### config.mk
export PLATFORM = sky130hd
export DESIGN_NAME = gen_rd_port_mux
export DESIGN_NICKNAME = d
export VERILOG_FILES = /design/src/rtl/gen_rd_port_mux.sv
export SDC_FILE = /design/constraint.sdc
export NUM_CORES = 1
export LEC_CHECK = 0
export ABC_AREA = 1
export ABC_CLOCK_PERIOD_IN_PS = 4400
export CORE_AREA = 2 2 260 262
export CTS_CLUSTER_SIZE = 24
export DETAILED_ROUTE_END_ITERATION = 10
export DIE_AREA = 0 0 262 264
export GPL_TIMING_DRIVEN = 0
export HOLD_SLACK_MARGIN = 0.06
export PLACE_DENSITY_LB_ADDON = 0.05
export SETUP_SLACK_MARGIN = 0.4
export SLEW_MARGIN = 20
export SYNTH_ARGS = -nofsm -noshare
export SYNTH_HDL_FRONTEND = slang
export SYNTH_SLANG_ARGS = --single-unit
### constraint.sdc
create_clock -name clk -period 4.4 [get_ports clk]
set_clock_uncertainty 0.1 [all_clocks]
set_input_delay 0.88 -clock clk [delete_from_list [all_inputs] [get_ports clk]]
set_output_delay 0.88 -clock clk [all_outputs]
set_load 0.05 [all_outputs]
### src/rtl/gen_rd_port_mux.sv
// gen_rd_port_mux: multi-port registered read mux over regs/pc/zero with writeback bypass,
// in-place refresh of stalled results and per-port illegal-select flags.
module gen_rd_port_mux #(
  parameter int                PA_DATA     = 32,
  parameter int                PA_SEL      = 9,
  parameter int                PA_NREG     = 16,
  parameter int                PA_NPORT    = 2,
  parameter logic [PA_SEL-1:0] PA_PC_SEL   = 9'h0FF,
  parameter logic [PA_SEL-1:0] PA_ZERO_SEL = 9'h100
) (
  input  logic                         clk,
  input  logic                         rst_b,
  input  logic [PA_NREG*PA_DATA-1:0]   regs,
  input  logic [PA_DATA-1:0]           pc,
  input  logic [PA_NPORT*PA_SEL-1:0]   sel,
  input  logic                         req_valid,
  output logic                         req_ready,
  input  logic                         wb_en,
  input  logic [PA_SEL-1:0]            wb_sel,
  input  logic [PA_DATA-1:0]           wb_data,
  output logic                         out_valid,
  input  logic                         out_ready,
  output logic [PA_NPORT*PA_DATA-1:0]  out_data,
  output logic [PA_NPORT-1:0]          out_err
);
  logic                        accept, drain, valid_q, valid_d;
  logic [PA_NPORT*PA_DATA-1:0] data_q, data_d;
  logic [PA_NPORT-1:0]         err_q, err_d;
  logic [PA_NPORT*PA_SEL-1:0]  sel_q, sel_d;
  assign req_ready = !valid_q || out_ready;
  assign accept    = req_valid && req_ready;
  assign drain     = valid_q && out_ready;
  assign valid_d   = accept || (valid_q && !drain);
  for (genvar p = 0; p < PA_NPORT; p++) begin : g_port
    logic [PA_SEL-1:0]  s, cs;
    logic               is_reg, held_reg, dec_err;
    logic [PA_DATA-1:0] rd, dec;
    assign s        = sel[p*PA_SEL +: PA_SEL];
    assign cs       = sel_q[p*PA_SEL +: PA_SEL];
    assign is_reg   = int'(s) < PA_NREG;
    assign held_reg = int'(cs) < PA_NREG;
    always_comb begin
      rd = '0;
      for (int k = 0; k < PA_NREG; k++)
        if (int'(s) == k) rd = regs[k*PA_DATA +: PA_DATA];
    end
    // pc is never bypassed even when wb_sel carries the pc code
    assign dec     = is_reg ? ((wb_en && wb_sel == s) ? wb_data : rd) : (s == PA_PC_SEL) ? pc : '0;
    assign dec_err = !is_reg && s != PA_PC_SEL && s != PA_ZERO_SEL;
    assign data_d[p*PA_DATA +: PA_DATA] = accept ? dec :
      (valid_q && wb_en && held_reg && cs == wb_sel) ? wb_data : data_q[p*PA_DATA +: PA_DATA];
    assign err_d[p]                    = accept ? dec_err : err_q[p];
    assign sel_d[p*PA_SEL +: PA_SEL]   = accept ? s : cs;
  end
  always_ff @(posedge clk or negedge rst_b) begin
    if (!rst_b) begin
      valid_q <= 1'b0;
      data_q  <= '0;
      err_q   <= '0;
      sel_q   <= '0;
    end else begin
      valid_q <= valid_d;
      data_q  <= data_d;
      err_q   <= err_d;
      sel_q   <= sel_d;
    end
  end
  assign out_valid = valid_q;
  assign out_data  = data_q;
  assign out_err   = err_q;
endmodule

* Word-level counts from Yosys, hierarchy flattened
Index checks and enable logic that the tools add are counted.
Operators by class: mux-type cells 42, reduce and logical (&&, ||, !) cells 24, equal/unequal tests 40, magnitude comparators 4
Operators with widths (count):
- 32-bit two-way mux | 42
- 9-bit by 5-bit equality test with 1-bit output, second input constant | 16
- 9-bit by 4-bit equality test with 1-bit output, second input constant | 8
- 9-bit by 3-bit equality test with 1-bit output, second input constant | 4
- 9-bit equality test | 4
- 9-bit by 5-bit < comparator with 1-bit output, second input constant | 4
- 9-bit by 2-bit equality test with 1-bit output, second input constant | 2
- 9-bit by 8-bit equality test with 1-bit output, second input constant | 2
- 9-bit logical NOT | 2
- 9-bit by 8-bit != test with 1-bit output, second input constant | 2
- 9-bit != test, second input constant | 2
- 1-bit logical AND | 14
- 1-bit logical NOT | 4
- 2-bit nonzero test | 2
- 1-bit logical OR | 2
Storage, ports and cells: input bits 608, logic and storage cells 115, flip-flop bits (word level) 85

* Depth between registers and ports, before layout
Gate-level depths: netlist (run 1).
depth in word-level cells 20, depth in mapped cells 21

* Worst setup path before layout (run 1)
No wires, ideal clock.
path type in2reg, start point input port sel[4], end point register data_q[30], in the netlist out_data[30], buffers on the path 1, data arrival time 2.396 ns, cell stages on the path 16, setup time 0.117 ns, setup slack 1.787 ns, data required time 4.183 ns, cells stage by stage nor2_1 nand2_4 nor2_8 nand3_2 clkbuf_1 or2_0 nand2_1 nand4_1 nor2_1 nand4_1 nor2_1 nand3_1 nand2_1 nand2_1 nand2_1 nand2_1
Between the ends: cells in the longest elaborated chain, start to end 20
RTL lines:
- start: declaration | line 15 | input logic [PA_NPORT*PA_SEL-1:0] sel,
- 9-bit logical NOT | line 45 | if (int'(s) == k) rd = regs[k*PA_DATA +: PA_DATA];
- 32-bit two-way mux (16 in a row) | line 45
- 32-bit two-way mux | line 48 | assign dec = is_reg ? ((wb_en && wb_sel == s) ? wb_data : rd) : (s == PA_PC_SEL) ? pc : '0;
- 32-bit two-way mux * | line 48
- 32-bit two-way mux * | line 50 | assign data_d[p*PA_DATA +: PA_DATA] = accept ? dec :
- end signal: assignment | line 63 | data_q <= data_d;
- end: declaration | line 27 | logic [PA_NPORT*PA_DATA-1:0] data_q, data_d;
Mark *: on every way between the ends. The rest lies on a longest branch, timed or not. A chain may end at the register's enable or synchronous reset.

* Worst setup path in the final report (run 1)
start point input port sel[5], end point register data_q[31], in the netlist out_data[31]
The elaborated chain is that of the path after synthesis.

==> flow_summary.ini, run 1 <==
[status]
outcome = completed

[grt]
grt_pass1_vias = 22420
grt-ovfl-total = 0
grt_max_degree = 66
grt_util_all_layers_pct = 38.0
grt_pass1_wl_mm = 182
gr-usage-met1_pct = 47.8
grt-busiest-layer = met2
use_met2_pct = 61.8
antenna_found_initial = 74
use_met3_pct = 9.72

[placed_design]
dpl.hpwl_mm = 117
port_buffers = 673
place_area_um2 = 22300
gp_congestion = 1.03

[layout]
drive_above_1_share_pct = 6.27
fill_cells = 7541
area_growth_pct = 59.4
fin_area_um2 = 22900
utilization_pct = 34.4
fin_nets = 4141

[synthesis]
ys_seq_area_share_pct = 14.8
synth_top_family_by_area = simple AND/OR/NAND/NOR gates
synth-async-reset-ratio_pct = 100
yosysTopAreaCell = nand2_1
synth-xor-area-share_pct = 0.670
synth_top_area_share_pct = 30.1
synth_edf_count = 0
synth_seq_cells = 85
syn_area_um2 = 14400
muxShareOfSynthArea_pct = 0
synthFlopType = dfrtp_1
yosysMostFrequentCell = nand2_1
synth.net_count = 3451
syn_area_per_cell_um2 = 5.06
yosysUniqueCellTypes = 47
synthTopCellsByCount = nand2_1 (1154), nor2_1 (331), inv_1 (294)
synth_compound_area_share_pct = 9.84
syn_inst = 2843
yosys.area_share.simple_pct = 61.6
synth_area_leaders = nand2_1 (30%), dfrtp_1 (15%), nor2_1 (8.6%)
synthAdderAreaFrac_pct = 0
yosysWarnings = 0

[sta]
whs_ns = 0.236
hold_viol_final = 0
slew_violations = 0
min_period_ns = 3.94
max_freq_mhz = 254
setup_viol = 0
fin_tns_setup_ns = 0
max_slew_margin_pct = 20.6
finalCritPeriodShare_pct = 89.6
rsz0062_at_grt = false
tightest_slew_ns = 1.18

[worst_setup_path]
r2r_start = out_valid
crit_chain = clkdlybuf4s50_1 -> nor2_1 -> nand2_4 -> buf_6 -> nor3_2 -> buf_2 -> nand2_1 -> nand4_1 -> a21oi_1 -> nand4_1 -> nor2_1 -> nand4_1 -> nor2_1 -> nand4_1 -> nand2_1 -> nand2_1 -> nand2_1 -> nand2_1
r2r_cells = 8
path_max_fanout = 10
cp.arrival_ns = 4.14
path_common_cell = nand2_1
end_kind = flop
critPathKind = input port to flop
required_ns = 4.59
startpoint_type = input port
worst_r2r_endpoint = sel_q[5]
crit_slowest_cell = clkdlybuf4s50_1
critical-path-max-stage-delay_ns = 0.60
ff2ff_setup_slack_ns = 1.36

[floorplan]
die_area_um2 = 69200
core_area_um2 = 66600
initial_core_util_pct = 21.6
row_count = 95
io_pins = 676
fp.dieW_um = 262
dieHeight_um = 264

[cts]
insertion_delay_ns = 0.38
cts_tree = built
htree_num_levels = 3
clockBufferDepth = 2
clk_pin_slew_worst_paths_ns = 0.09
clockRootBuffer = clkbuf_16
cts-buffers-inserted = 9
cts.sinks = 85

[power_and_ir_drop]
intPower_mw = 1.85
combPwrFrac_pct = 41.0
clkPwrFrac_pct = 30.4
switching_share_pct = 36.8
p_seq_share_pct = 28.6
power_density_nw_per_um2 = 127
ir_worst_vdd_uv = 181
p_leak_nw = 10.4
switching_power_mw = 1.08
p_total_mw = 2.92

[route]
drtIter0Drc = 2814
final_antenna_net_count = 0
vias_per_cell = 5.28
drc_errors = 0
drt_wl_total_mm = 136
dr.pass1.iters = 6
num_vias = 23568
wire_per_inst_um = 30.5

[run]
drv_cap = 0

[min_path]
hp-class = input port to asynchronous set/reset pin
stage by stage:
step | setup slack, ns | cells
global placement | -1.35 | 4389
floorplan | 1.79 | 2843
global route | 0.410 | 4445
CTS | 0.404 | 4407
finish | 0.456 | 4462
detailed placement | -0.478 | 4391
final cells by class:
class	instances	area [µm²]	area share [%]
buffer	145	694	3.03
clock inverter	7	92.6	0.404
timing repair buffer	679	6820	29.8
multi-input combinational	2292	10500	45.9
antenna	51	128	0.557
sequential	85	2130	9.28
inverter	321	1210	5.29
clock buffer	9	225	0.983
tap	873	1090	4.77
repair_timing:
item | 4_1_cts | 5_1_grt
hold buffers | 0 | 0
buffers inserted | 0 | 4
pin swaps | 0 | 7
gates resized for setup | 29 | 46
endpoints found under the setup margin | 24 | 39
power by group through the flow:
| stage | clock [mW] | combinational (mW) | sequential, mW |
|---|---|---|---|
| after CTS | 0.907 | 1.18 | 0.836 |
| after global routing | 0.934 | 1.25 | 0.840 |
| final | 0.887 | 1.20 | 0.836 |
| after global placement | 0 | 1.17 | 0.851 |
| after floorplan | 0 | 0.243 | 0.865 |
| after detailed placement | 0 | 1.17 | 0.851 |
how the worst max path moves through the flow:
stage / startpoint / endpoint / slack [ns] / cells past startpoint
2_1_floorplan: sel[4] / out_data[30] / 1.79 / 16
3_3_place_gp: rst_b / sel_q[1] / -1.35 / 1
3_5_place_dp: sel[0] / out_data[23] / -0.48 / 19
4_1_cts: sel[3] / out_data[23] / 0.40 / 17
5_1_grt: sel[5] / out_data[30] / 0.41 / 17
6_report: sel[5] / out_data[31] / 0.46 / 18
cell families (layout without fill, tap and decap cells):
kind of cell / Yosys count / after routing
flops: 85 / 85
compound gates: 277 / 277
buf+inv: 466 / 1161
xor+xnor: 11 / 11
simple gates: 2004 / 2004
other cells: 0 / 51
critical path: cells and delay by family:
family | cells | cell delay [ns]
buffers and inverters | 3 | 1.04
and+or+nand+nor | 14 | 1.97
AOI/OAI and AO/OA | 1 | 0.24
metal layers:
metal / vias to the layer above / share of wire, %
li1: 10514 / -
met1: 11465 / 41
met2: 1288 / 46
met3: 249 / 9.4
met4: 52 / 3.8
met5: - / 0.23
flip-flops by register name, summed over array words and instances, names as in the netlist:
name and flops:
out_data 64, out_valid 1, sel_q 18, out_err 2
layout by cell type, fill, tap and decap left out, types with 11 or more instances in the layout:
master / n
clkbuf_1: 68
clkdlybuf4s50_1: 660
buf_4: 11
inv_2: 26
nor2_1: 312
dfrtp_1: 85
nor2_4: 19
nand2_2: 17
or2_0: 14
a21oi_1: 161
nor3_1: 11
nand4_1: 191
nand3_1: 195
o21ai_0: 98
nor2_2: 22
diode_2: 51
buf_2: 45
nand2_1: 1153
inv_1: 292
clkbuf_2: 11
No activity file was read; power rests on OpenSTA's default activity.
==> inputs of run 2 (changes only) <==
--- a/config.mk
+++ b/config.mk
@@ -19,3 +19,4 @@
 export SYNTH_ARGS = -nofsm -noshare
 export SYNTH_HDL_FRONTEND = slang
 export SYNTH_SLANG_ARGS = --single-unit
+export TNS_END_PERCENT = 50
==> flow_summary.ini, run 2 (synthesis results as in run 1) <==
[grt]
grt_max_degree = 66
antenna_found_initial = 75
grt-ovfl-total = 0
grt_pass1_vias = 22400
grt_pass1_wl_mm = 182
grt_util_all_layers_pct = 37.9

[power_and_ir_drop]
p_total_mw = 2.92
switching_power_mw = 1.08
switching_share_pct = 36.9
combPwrFrac_pct = 40.9
ir_worst_vdd_uv = 181
intPower_mw = 1.85
clkPwrFrac_pct = 30.4
p_leak_nw = 10.3
p_seq_share_pct = 28.6
power_density_nw_per_um2 = 128

[layout]
stdcell_count = 4458
final_common_cell = nand2_1
final_cell_mix = nand2_1 (1153), clkdlybuf4s50_1 (666), nor2_1 (315)
fill_cells = 7553
fin_nets = 4137
seqCellArea_um2 = 2130
utilization_pct = 34.3
multiInputGateArea_um2 = 10500
fin_area_um2 = 22800
drive_above_1_share_pct = 5.94
area_growth_pct = 58.7
largest_reg_flops = 64

[cts]
htree_num_levels = 3
clockRootBuffer = clkbuf_16
clockBufferDepth = 2
clk_pin_slew_worst_paths_ns = 0.09
cts.sinks = 85
cts_setup_buffers = 0
cts-buffers-inserted = 9
insertion_delay_ns = 0.38
cts_tree = built

[sta]
whs_ns = 0.235
rsz0062_at_grt = true
slew_violations = 0
min_period_ns = 4.10
max_freq_mhz = 244
fin_tns_setup_ns = 0
tightest_slew_ns = 1.11
max_slew_margin_pct = 25.4
finalCritPeriodShare_pct = 93.1
setup_viol = 0
hold_viol_final = 0
finalWorstSetupSlack_ns = 0.305

[worst_setup_path]
path_max_fanout = 10
required_ns = 4.59
startpoint_type = input port
cp.arrival_ns = 4.28
critPathKind = input port to flop
end_kind = flop

[route]
final_antenna_net_count = 0
vias_per_cell = 5.27
drt_wl_total_mm = 136
dr.pass1.iters = 6
drtIter0Drc = 2813
drc_errors = 0
wire_per_inst_um = 30.5
num_vias = 23507

[floorplan]
row_count = 95
fp.dieW_um = 262
initial_core_util_pct = 21.6
die_area_um2 = 69200
dieHeight_um = 264
io_pins = 676
core_area_um2 = 66600

[placed_design]
port_buffers = 673
dpl.hpwl_mm = 117
place_area_um2 = 22300
place_ws_ns = -0.478
gp_congestion = 1.03
dp.cells = 4391

[run]
drv_cap = 0

[min_path]
hp-class = input port to asynchronous set/reset pin

[status]
outcome = completed
==> run 2: area by class of cell <==
class	instances	share of cell area (%)
clock inverters	7	0.406
repair buffers	675	29.7
clock buffers	9	0.987
diodes	51	0.559
plain buffers	145	3.00
inverters	321	5.30
flip-flops and latches	85	9.32
well taps	873	4.79
multi-input cells	2292	45.9
==> run 2: final timing paths <==
check	end	slack [ns]	cells past startpoint	from
min in group clk	sel_q[6]	0.40	2	sel_q[6]
min reg2reg	sel_q[6]	0.40	2	sel_q[6]
max reg2reg	sel_q[5]	1.33	8	out_valid
min	out_data[36]	0.23	1	rst_b
max in group asynchronous	sel_q[10]	3.28	2	rst_b
max	out_data[60]	0.30	19	sel[9]
==> run 2: metal layers <==
layer / track usage (%) / routed length [µm] / vias to the layer above
met5: 0 / 315 / -
met4: 14.4 / 4900 / 50
met3: 9.94 / 13000 / 236
met2: 61.7 / 62700 / 1331
met1: 47.7 / 55100 / 11384
li1: - / - / 10506
==> run 2: critical path: stages <==
cell	delay, ns
clkdlybuf4s50_1	0.75
inv_4	0.13
nand2_8	0.15
nor2_4	0.09
nand2_2	0.11
inv_2	0.10
buf_2	0.23
nand2_1	0.09
nand4_1	0.12
nor2_1	0.20
nand4_1	0.13
nor2_1	0.23
nand4_1	0.16
nor2_2	0.31
nand4_1	0.24
nand2_1	0.16
nand2_1	0.06
nand2_1	0.08
nand2_1	0.05
==> run 2: what timing repair did <==
| action | 4_1_cts | 5_1_grt |
|---|---|---|
| hold buffers | 0 | 0 |
| hold endpoints to repair | 0 | 0 |
| setup endpoints to repair | 24 | 39 |
| gates resized for setup | 26 | 29 |
==> run 2: power groups by stage <==
| stage | clock (mW) | combinational [mW] | sequential (mW) |
|---|---|---|---|
| finish | 0.890 | 1.20 | 0.836 |
| global route | 0.934 | 1.25 | 0.840 |
| CTS | 0.907 | 1.18 | 0.836 |
| detailed placement | 0 | 1.17 | 0.851 |
| global placement | 0 | 1.17 | 0.851 |
| floorplan | 0 | 0.243 | 0.865 |
==> inputs of run 3 (changes only) <==
--- a/config.mk
+++ b/config.mk
@@ -7,10 +7,12 @@
 export LEC_CHECK = 0
 export ABC_AREA = 1
 export ABC_CLOCK_PERIOD_IN_PS = 4400
-export CORE_AREA = 2 2 260 262
+export CELL_PAD_IN_SITES_DETAIL_PLACEMENT = 0
+export CELL_PAD_IN_SITES_GLOBAL_PLACEMENT = 1
+export CORE_AREA = 2 2 262 264
 export CTS_CLUSTER_SIZE = 24
 export DETAILED_ROUTE_END_ITERATION = 10
-export DIE_AREA = 0 0 262 264
+export DIE_AREA = 0 0 264 266
 export GPL_TIMING_DRIVEN = 0
 export HOLD_SLACK_MARGIN = 0.06
 export PLACE_DENSITY_LB_ADDON = 0.05
==> flow_summary.ini, run 3 (synthesis results as in run 1) <==
[layout]
final_common_cell = nand2_1
final_cell_mix = nand2_1 (1154), clkdlybuf4s50_1 (668), nor2_1 (323)
fill_cells = 7696
fin_nets = 4142
largest_reg_flops = 64
area_growth_pct = 58.8
drive_above_1_share_pct = 5.74
multiInputGateArea_um2 = 10400
seqCellArea_um2 = 2130

[worst_setup_path]
startpoint_type = input port
path_common_cell = nand2_1
cp.arrival_ns = 4.15
path_max_fanout = 10
critPathKind = input port to flop
critical-path-max-stage-delay_ns = 0.58
ff2ff_setup_slack_ns = 1.62
crit_slowest_cell = clkdlybuf4s50_1
end_kind = flop
crit_chain = clkdlybuf4s50_1 -> buf_4 -> a221oi_1 -> nand2_1 -> nor4_2 -> buf_2 -> clkbuf_1 -> a21oi_1 -> nand2_1 -> nand2_1 -> nand2_1 -> nand2_1
required_ns = 4.59

[route]
drt_wl_total_mm = 129
vias_per_cell = 5.10
drc_errors = 0
final_antenna_net_count = 0
wire_per_inst_um = 28.9
num_vias = 22785
drtIter0Drc = 2423
dr.pass1.iters = 6

[power_and_ir_drop]
p_leak_nw = 10.3
ir_worst_vdd_uv = 166
p_total_mw = 2.90
power_density_nw_per_um2 = 127

[floorplan]
fp.dieW_um = 264
dieHeight_um = 266
core_area_um2 = 67700
die_area_um2 = 70200
row_count = 96
io_pins = 676
initial_core_util_pct = 21.2

[placed_design]
gp_congestion = 1.00
dpl.hpwl_mm = 111
port_buffers = 673

[sta]
slew_violations = 0
setup_viol = 0
max_slew_margin_pct = 30.6
tightest_slew_ns = 1.03
min_period_ns = 3.96
fin_tns_setup_ns = 0
hold_viol_final = 0
max_freq_mhz = 252
finalCritPeriodShare_pct = 90.0
rsz0062_at_grt = true

[cts]
clockRootBuffer = clkbuf_16
clockBufferDepth = 2
cts_tree = built
insertion_delay_ns = 0.39
cts.sinks = 85
cts-buffers-inserted = 9
clk_pin_slew_worst_paths_ns = 0.08
htree_num_levels = 3

[grt]
grt_util_all_layers_pct = 35.7
grt_pass1_wl_mm = 177
grt_pass1_vias = 22020
grt_max_degree = 67
antenna_found_initial = 64
grt-ovfl-total = 0

[min_path]
hp-class = input port to asynchronous set/reset pin

[run]
drv_cap = 0

[status]
outcome = completed
## run 3: layout make-up
cell class | instances | area share, %
multi-input combinational | 2292 | 45.7
tap | 882 | 4.83
clock buffer | 9 | 0.986
clock inverter | 7 | 0.378
inverter | 321 | 5.31
timing repair buffer | 680 | 30.0
antenna | 46 | 0.504
buffer | 145 | 3.03
sequential | 85 | 9.32
## run 3: critical path: cells and delay by family
family | cells | cell delay (ns)
buf+inv | 4 | 1.85
simple gates | 6 | 0.93
compound gates | 2 | 0.46
## run 3: path summary, 6_finish.rpt
path,start,endpoint,depth (start not counted)
max,sel[8],out_data[19],12
min,rst_b,sel_q[6],1
max reg2reg,sel_q[11],out_data[47],9
min reg2reg,sel_q[8],sel_q[8],2
max in group asynchronous,rst_b,out_data[51],2
min in group clk,sel_q[8],sel_q[8],2
## run 3: report_power, final
group          switching, mW  leakage (nW)  internal (mW)
clock network          0.449         0.156          0.457
registers             0.0248          1.15          0.810
logic                  0.577          9.01          0.581
## run 3: per-stage QoR
stage / hold slack, ns / util, % / cells / setup WS (ns) / area (µm²)
finish: 0.233 / 33.7 / 4467 / 0.440 / 22800
global route: 0.236 / 33.7 / 4455 / 0.354 / 22800
CTS: 0.228 / 33.3 / 4415 / 0.403 / 22600
detailed placement: 0.385 / 32.9 / 4399 / -0.332 / 22300
global placement: 0.380 / 32.8 / 4398 / -1.38 / 22200
floorplan: 0.353 / - / 2843 / 1.79 / 14400
## run 3: repair_timing
| item | 4_1_cts | 5_1_grt |
|---|---|---|
| setup buffers | 0 | 6 |
| setup endpoints to repair | 7 | 27 |
| pin swaps | 1 | 8 |
| resized for setup | 8 | 31 |
| hold buffers | 0 | 0 |
## run 3: metal layers
layer / vias up / global-route usage, % / share of wire (%)
met5: - / 0 / 0.21
met4: 42 / 14.3 / 3.6
met3: 216 / 7.13 / 7.4
met2: 1093 / 61.7 / 48
met1: 10933 / 43.3 / 40
li1: 10501 / - / -
